===== src/rtl/muldiv_unit_if.sv =====
// Request/response bundle between the EX stage and the iterative M-extension unit.
interface muldiv_unit_if #(
  parameter int unsigned XLEN = 32
) ();
  logic            valid_i;
  logic            ready_o;
  logic [2:0]      funct3_i;
  logic [XLEN-1:0] op_a_i;
  logic [XLEN-1:0] op_b_i;
  logic            flush_i;
  logic            valid_o;
  logic            ready_i;
  logic [XLEN-1:0] result_o;

  // Pipeline side: issues requests and consumes results.
  modport master (
    output valid_i, funct3_i, op_a_i, op_b_i, flush_i, ready_i,
    input  ready_o, valid_o, result_o
  );

  // Unit side.
  modport slave (
    input  valid_i, funct3_i, op_a_i, op_b_i, flush_i, ready_i,
    output ready_o, valid_o, result_o
  );
endinterface


===== src/rtl/muldiv_unit.sv =====
// Iterative RV32M/RV64M multiply/divide unit: one shift-add or restoring-divide
// step per cycle on operand magnitudes, sign fix-up folded into the last step.
module muldiv_unit #(
  parameter int unsigned XLEN = 32
) (
  input logic          clk,
  input logic          rst_n,
  muldiv_unit_if.slave bus
);

  localparam int unsigned CNT_W = $clog2(XLEN);

  typedef enum logic [1:0] {S_IDLE, S_CALC, S_DONE} state_t;

  state_t            state_q, state_d;
  logic [CNT_W-1:0]  count_q;
  logic [2*XLEN-1:0] acc_q;
  logic [XLEN-1:0]   opnd_q;
  logic [2:0]        op_q;
  logic              flip_q;
  logic              rem_neg_q;
  logic [XLEN-1:0]   result_q;

  logic              accept;
  logic              signed_a, signed_b, sign_a, sign_b;
  logic [XLEN-1:0]   mag_a, mag_b;
  logic              div_zero, div_ovf, special;
  logic [XLEN-1:0]   special_res;
  logic [XLEN:0]     mul_sum, div_shift;
  logic [XLEN-1:0]   div_diff;
  logic              div_ge;
  logic [2*XLEN-1:0] acc_next, prod;
  logic [XLEN-1:0]   quot, rem, final_res;

  assign accept       = (state_q == S_IDLE) && bus.valid_i && !bus.flush_i;
  assign bus.ready_o  = (state_q == S_IDLE);
  assign bus.valid_o  = (state_q == S_DONE);
  assign bus.result_o = result_q;

  // Decode request: operand signedness, magnitudes and early-out division cases.
  always_comb begin
    signed_a = 1'b0;
    signed_b = 1'b0;
    case (bus.funct3_i)
      3'b000, 3'b001, 3'b100, 3'b110: begin
        signed_a = 1'b1;
        signed_b = 1'b1;
      end
      3'b010:  signed_a = 1'b1;
      default: ;
    endcase
    sign_a   = signed_a && bus.op_a_i[XLEN-1];
    sign_b   = signed_b && bus.op_b_i[XLEN-1];
    mag_a    = sign_a ? -bus.op_a_i : bus.op_a_i;
    mag_b    = sign_b ? -bus.op_b_i : bus.op_b_i;
    div_zero = bus.funct3_i[2] && (bus.op_b_i == '0);
    div_ovf  = bus.funct3_i[2] && signed_b &&
               (bus.op_a_i == {1'b1, {(XLEN-1){1'b0}}}) && (bus.op_b_i == '1);
    special  = div_zero || div_ovf;
    if (div_zero) special_res = bus.funct3_i[1] ? bus.op_a_i : '1;
    else          special_res = bus.funct3_i[1] ? '0 : bus.op_a_i;
  end

  // One iteration step plus the signed result that step would produce if final.
  // acc_q holds {partial, multiplier} for multiply and {remainder, quotient} for divide.
  always_comb begin
    mul_sum   = {1'b0, acc_q[2*XLEN-1:XLEN]} + (acc_q[0] ? {1'b0, opnd_q} : '0);
    div_shift = acc_q[2*XLEN-1:XLEN-1];
    div_ge    = (div_shift >= {1'b0, opnd_q});
    div_diff  = div_shift[XLEN-1:0] - opnd_q;
    if (op_q[2]) acc_next = {(div_ge ? div_diff : div_shift[XLEN-1:0]), acc_q[XLEN-2:0], div_ge};
    else         acc_next = {mul_sum, acc_q[XLEN-1:1]};
    prod = flip_q ? -acc_next : acc_next;
    quot = flip_q ? -acc_next[XLEN-1:0] : acc_next[XLEN-1:0];
    rem  = rem_neg_q ? -acc_next[2*XLEN-1:XLEN] : acc_next[2*XLEN-1:XLEN];
    case (op_q)
      3'b000:         final_res = prod[XLEN-1:0];
      3'b100, 3'b101: final_res = quot;
      3'b110, 3'b111: final_res = rem;
      default:        final_res = prod[2*XLEN-1:XLEN];
    endcase
  end

  // State register.
  always_ff @(posedge clk or negedge rst_n) begin
    if (!rst_n) state_q <= S_IDLE;
    else        state_q <= state_d;
  end

  // Next-state logic; flush overrides everything.
  always_comb begin
    state_d = state_q;
    if (bus.flush_i) begin
      state_d = S_IDLE;
    end else begin
      case (state_q)
        S_IDLE:  if (bus.valid_i) state_d = special ? S_DONE : S_CALC;
        S_CALC:  if (count_q == '0) state_d = S_DONE;
        S_DONE:  if (bus.ready_i) state_d = S_IDLE;
        default: state_d = S_IDLE;
      endcase
    end
  end

  // Datapath: latch on accept, iterate in CALC, register the result on the last step.
  always_ff @(posedge clk or negedge rst_n) begin
    if (!rst_n) begin
      count_q   <= '0;
      acc_q     <= '0;
      opnd_q    <= '0;
      op_q      <= '0;
      flip_q    <= 1'b0;
      rem_neg_q <= 1'b0;
      result_q  <= '0;
    end else if (bus.flush_i) begin
      count_q <= '0;
    end else if (accept) begin
      op_q      <= bus.funct3_i;
      flip_q    <= sign_a ^ sign_b;
      rem_neg_q <= sign_a;
      opnd_q    <= bus.funct3_i[2] ? mag_b : mag_a;
      acc_q     <= {{XLEN{1'b0}}, (bus.funct3_i[2] ? mag_a : mag_b)};
      count_q   <= special ? '0 : CNT_W'(XLEN - 1);
      if (special) result_q <= special_res;
    end else if (state_q == S_CALC) begin
      acc_q   <= acc_next;
      count_q <= count_q - 1'b1;
      if (count_q == '0) result_q <= final_res;
    end
  end

endmodule


===== src/flat_wrapper.sv =====
// flat-port wrapper written by rule: the top's interface ports become plain ports
module muldiv_unit_flat 
#(
  parameter int unsigned XLEN = 32
)
  (clk, rst_n, bus_valid_i, bus_funct3_i, bus_op_a_i, bus_op_b_i, bus_flush_i, bus_ready_i, bus_ready_o, bus_valid_o, bus_result_o);
  muldiv_unit_if #(.XLEN(XLEN)) bus_i ();
  input logic clk;
  input logic rst_n;
  input wire logic [$bits(bus_i.valid_i)-1:0] bus_valid_i;
  input wire logic [$bits(bus_i.funct3_i)-1:0] bus_funct3_i;
  input wire logic [$bits(bus_i.op_a_i)-1:0] bus_op_a_i;
  input wire logic [$bits(bus_i.op_b_i)-1:0] bus_op_b_i;
  input wire logic [$bits(bus_i.flush_i)-1:0] bus_flush_i;
  input wire logic [$bits(bus_i.ready_i)-1:0] bus_ready_i;
  output wire logic [$bits(bus_i.ready_o)-1:0] bus_ready_o;
  output wire logic [$bits(bus_i.valid_o)-1:0] bus_valid_o;
  output wire logic [$bits(bus_i.result_o)-1:0] bus_result_o;
  assign bus_i.valid_i = bus_valid_i;
  assign bus_i.funct3_i = bus_funct3_i;
  assign bus_i.op_a_i = bus_op_a_i;
  assign bus_i.op_b_i = bus_op_b_i;
  assign bus_i.flush_i = bus_flush_i;
  assign bus_i.ready_i = bus_ready_i;
  assign bus_ready_o = bus_i.ready_o;
  assign bus_valid_o = bus_i.valid_o;
  assign bus_result_o = bus_i.result_o;
  muldiv_unit #(.XLEN(XLEN)) u_core (.clk(clk), .rst_n(rst_n), .bus(bus_i));
endmodule

===== config.mk =====
export PLATFORM = sky130hd
export DESIGN_NAME = muldiv_unit_flat
export DESIGN_NICKNAME = d
export VERILOG_FILES = /design/src/rtl/muldiv_unit_if.sv /design/src/rtl/muldiv_unit.sv /design/src/flat_wrapper.sv
export SDC_FILE = /design/constraint.sdc
export NUM_CORES = 1
export LEC_CHECK = 0
export CAP_MARGIN = 20
export CORE_ASPECT_RATIO = 0.7
export CORE_MARGIN = 3
export CORE_UTILIZATION = 35
export CTS_BUF_LIST = sky130_fd_sc_hd__clkbuf_16
export DETAILED_ROUTE_END_ITERATION = 12
export DONT_BUFFER_PORTS = 1
export PLACE_DENSITY = 0.59
export SYNTH_ARGS = -nofsm -noshare
export SYNTH_HDL_FRONTEND = slang
export SYNTH_SLANG_ARGS = --single-unit

===== constraint.sdc =====
create_clock -name clk -period 14.4 [get_ports clk]
set_clock_uncertainty 0.1 [all_clocks]
set_input_delay 2.88 -clock clk [delete_from_list [all_inputs] [get_ports clk]]
set_output_delay 2.88 -clock clk [all_outputs]
set_load 0.05 [all_outputs]

==> parameters.txt <==
Parameter                              Value

Power and ir drop
  Power density over cell area    296 nW/µm²
  Maximum resistive drop on vdd    0.155 mV
  Final Total Pwr    0.00515 W
  Reported leakage power    6.71 nW

STA
  Time the final worst path needs with I/O delays and setup    6.74 ns
  Max frequency    148 MHz
  Total of endpoints with negative setup slack in the final report    0
  Pins over their slew limit    0
  Slew at the pin closest to its max-slew limit    1.19 ns
  Normalized max-slew margin    20.3%
  Final worst path period share    46.8%
  Unrepaired setup endpoints after global routing    false
  Hold WS    0.419 ns
  Total negative slack    0 ns
  Count of final hold-check violations    0

Routing
  Post-detailed-route count of antenna-violating nets    0
  Routed WL per cell    26.0 µm
  Iteration-0 DRC Markers    2587
  Avg Vias per Cell    6.58
  Detailed-route DRC error count    0
  Total via count after detailed routing    18000
  DR pass1 iterations    7
  Wirelength, routed    71.1 mm

Run status
  Status    complete, no violations

Logic synthesis
  Area leader, netlist    sky130_fd_sc_hd__dfrtp_1
  Post-synthesis share of cell area spent on xor and xnor gates    8.07%
  Mapped Cells    2220
  Ranking of synthesized cells by area    sky130_fd_sc_hd__dfrtp_1 21%, sky130_fd_sc_hd__o21ai_0 6.7%, sky130_fd_sc_hd__a21oi_1 6.3%, sky130_fd_sc_hd__ha_1 5.4%, sky130_fd_sc_hd__nand2_1 5.2%
  Post-synthesis adder-cell area fraction    5.73%
  Sequential element share of the synthesized area    21.4%
  Dominant synthesized flop cell    sky130_fd_sc_hd__dfrtp_1
  Flops & latches, synth    140
  Top cell type's share of synthesized area    21.4%
  Multiplexer share of the synthesized area    3.12%
  Avg Cell Area, Syn    7.38 µm²
  Largest family of logic cells by synthesized area    compound AO/OA/AOI/OAI gates
  Fraction of the mapped netlist area in simple logic gates    22.2%
  Post-synth ARST share    100%
  Post-synth EDFFs    0
  Number of library cell types mapped by synthesis    110
  Number of warning messages in the yosys log    0
  Mapped cell area    16400 µm²
  Compound-Gate Fraction of Synth Area    34.1%
  Syn nets    2365

Clock tree
  Count of H-tree levels built during CTS    4
  Setup fix buffers added after clock tree synthesis    0
  Resize count post-CTS    0
  Deepest clock path buffer count    2
  Latest clock arrival within the worst-skew pair    0.45 ns
  Number of buffers created by CTS    17
  CTS root buf    sky130_fd_sc_hd__clkbuf_16
  # clock sinks    140
  Clock tree from TritonCTS    yes
  Number of buffers inserted by hold repair at cts    0
  Clock Pin Slew Worst Setup and Hold Paths    0.06 ns

Placed design
  Post-DP Area    16800 µm²
  HPWL after detailed placement    55.2 mm
  Routability congestion estimate    0.971
  Inst Count DP    2703
  Number of input and output port buffers inserted    0

Die
  # rows    65
  Number of top-level pins    106
  Chip width    265 µm
  Area of the placeable core    45600 µm²
  Die Outline Area    49500 µm²
  Starting density of the core    35.9%
  Die Height    187 µm

Global route
  Most crowded layer after global routing    met1
  Initial antenna violation count    0
  Largest net degree at the start of global routing    141
  GR Layer Usage met1    44.1%
  GRT met3 Usage    6.73%
  Met2 track utilization from global routing    37.4%
  Global-route wire length before repair    106 mm
  GRT overflow    0
  Number of global-route vias before repair    16000
  Total global-route track usage    27.8%

Critical path
  R2r endpoint    u_core.bus.result_o[30]
  Reg-to-reg setup timing slack    7.66 ns
  Maximum fanout along the worst path    23
  CP Launch Type    input port
  Worst Path Required    14.62 ns
  Worst r2r path cells    20
  Launching point of the worst reg2reg path    u_core.acc_q[55]
  Worst endpoint data arrival time    6.97 ns
  Kind of capture point of the worst setup path    flip-flop
  Type of the worst setup path    in2reg

Min path
  Sink of the worst hold path    u_core.opnd_q[24]
  Startpoint of the worst hold path    u_core.opnd_q[24]
  Hold depth    2
  Hold Path Class    reg2reg

Final layout
  Commonest cells after routing, fill and taps aside    227 x sky130_fd_sc_hd__nand2_1, 218 x sky130_fd_sc_hd__o21ai_0, 205 x sky130_fd_sc_hd__a21oi_1, 174 x sky130_fd_sc_hd__nor2_1, 139 x sky130_fd_sc_hd__dfrtp_1
  Area delta synth->final    6.32%
  Number of non-filler instances in the completed layout    2735
  Share of layout cells above drive strength 1    6.05%
  Final design instance area without fill    17400 µm²
  Commonest non-fill, non-tap cell in the layout    sky130_fd_sc_hd__nand2_1
  Net total in the final layout    2265

Run
  Max-cap check violation count    0
==> per-stage QoR <==
stage	setup WS [ns]	util, %
after floorplan	8.32	-
after global placement	7.39	36.8
after detailed placement	7.24	36.8
after CTS	7.71	38.2
after global routing	7.23	38.2
final	7.66	38.2
==> logic make-up after synthesis <==
group,Yosys count
simple gates,740
buf+inv,222
mux,50
xor+xnor,151
flops,140
compound gates,843
fa+ha+maj,74
==> synthesized netlist by cell type, types with 6 or more instances <==
| cell | n |
|---|---|
| sky130_fd_sc_hd__nand2_1 | 227 |
| sky130_fd_sc_hd__o21ai_0 | 218 |
| sky130_fd_sc_hd__a21oi_1 | 206 |
| sky130_fd_sc_hd__nor2_1 | 175 |
| sky130_fd_sc_hd__dfrtp_1 | 140 |
| sky130_fd_sc_hd__clkbuf_1 | 114 |
| sky130_fd_sc_hd__xnor2_1 | 91 |
| sky130_fd_sc_hd__nor3_1 | 75 |
| sky130_fd_sc_hd__ha_1 | 71 |
| sky130_fd_sc_hd__inv_1 | 70 |
| sky130_fd_sc_hd__o211ai_1 | 70 |
| sky130_fd_sc_hd__xor2_1 | 60 |
| sky130_fd_sc_hd__a31oi_1 | 43 |
| sky130_fd_sc_hd__and2_1 | 41 |
| sky130_fd_sc_hd__mux2i_1 | 41 |
| sky130_fd_sc_hd__nand3_1 | 37 |
| sky130_fd_sc_hd__a21o_1 | 35 |
| sky130_fd_sc_hd__nand4_1 | 33 |
| sky130_fd_sc_hd__a211oi_1 | 28 |
| sky130_fd_sc_hd__o31ai_1 | 28 |
| sky130_fd_sc_hd__o21a_1 | 22 |
| sky130_fd_sc_hd__nor2b_1 | 21 |
| sky130_fd_sc_hd__or3_1 | 21 |
| sky130_fd_sc_hd__buf_2 | 20 |
| sky130_fd_sc_hd__nor4_1 | 20 |
| sky130_fd_sc_hd__a22o_1 | 14 |
| sky130_fd_sc_hd__o221ai_1 | 14 |
| sky130_fd_sc_hd__buf_1 | 12 |
| sky130_fd_sc_hd__o22ai_1 | 12 |
| sky130_fd_sc_hd__or4_1 | 12 |
| sky130_fd_sc_hd__a221oi_1 | 10 |
| sky130_fd_sc_hd__a31o_2 | 10 |
| sky130_fd_sc_hd__and3_1 | 10 |
| sky130_fd_sc_hd__or2_2 | 10 |
| sky130_fd_sc_hd__mux2_2 | 9 |
| sky130_fd_sc_hd__nor3b_1 | 9 |
| sky130_fd_sc_hd__o41ai_1 | 9 |
| sky130_fd_sc_hd__nand2b_1 | 8 |
| sky130_fd_sc_hd__o2111ai_1 | 8 |
| sky130_fd_sc_hd__o21bai_1 | 8 |
| sky130_fd_sc_hd__o31a_1 | 8 |
| sky130_fd_sc_hd__a211o_1 | 7 |
| sky130_fd_sc_hd__a22oi_1 | 7 |
| sky130_fd_sc_hd__nand3b_1 | 6 |
| sky130_fd_sc_hd__nor4b_1 | 6 |
==> how the worst max path moves through the flow <==
stage / end / start / cells after the start
floorplan: u_core.bus.result_o[15] / bus_op_a_i[14] / 12
finish: u_core.bus.result_o[31] / bus_op_a_i[8] / 11
detailed placement: u_core.bus.result_o[31] / bus_op_a_i[8] / 11
CTS: u_core.bus.result_o[31] / bus_op_a_i[8] / 11
global route: u_core.bus.result_o[31] / bus_op_a_i[8] / 11
global placement: u_core.bus.result_o[31] / bus_op_a_i[8] / 11
==> power by group <==
group / internal (W) / total, W / switching [W]
sequential: 0.000565 / 0.000956 / 0.000392
clock: 0.000304 / 0.000505 / 0.000201
combinational: 0.00126 / 0.00369 / 0.00243
==> flip-flops by register name, summed over array words and instances, names as in the netlist <==
| name | flops |
|---|---|
| u_core.acc_q | 64 |
| u_core.bus.result_o | 32 |
| u_core.count_q | 5 |
| u_core.flip_q | 1 |
| u_core.op_q | 3 |
| u_core.opnd_q | 32 |
| u_core.rem_neg_q | 1 |
| u_core.state_q | 2 |
==> routing by layer <==
layer / share of wire [%] / wire, µm / up-vias
met2: 39 / 27800 / 989
li1: - / - / 8081
met5: 0 / 0 / -
met4: 1.5 / 1100 / 0
met1: 48 / 34000 / 8847
met3: 11 / 8130 / 71
==> critical path, cell delays in order <==
cell and delay [ns]:
sky130_fd_sc_hd__or4_1 0.57, sky130_fd_sc_hd__or4_1 0.52, sky130_fd_sc_hd__or3_1 0.43, sky130_fd_sc_hd__nor3_1 0.50, sky130_fd_sc_hd__nand3_1 0.26, sky130_fd_sc_hd__nand2_1 0.29, sky130_fd_sc_hd__nand2_1 0.09, sky130_fd_sc_hd__nand2_1 0.67
sky130_fd_sc_hd__o21ai_0 0.30, sky130_fd_sc_hd__nor4_1 0.34, sky130_fd_sc_hd__a211oi_1 0.11
==> final cells by class <==
type | count | area (µm²)
Tap cell | 603 | 754
Timing Repair Buffer | 32 | 238
Sequential cell | 140 | 3510
Multi-Input combinational cell | 1858 | 12000
Clock inverter | 13 | 199
Fill cell | 4740 | 28200
Inverter | 71 | 267
Antenna cell | 1 | 2.50
Clock buffer | 17 | 425
(Power assumes the default switching activity.)
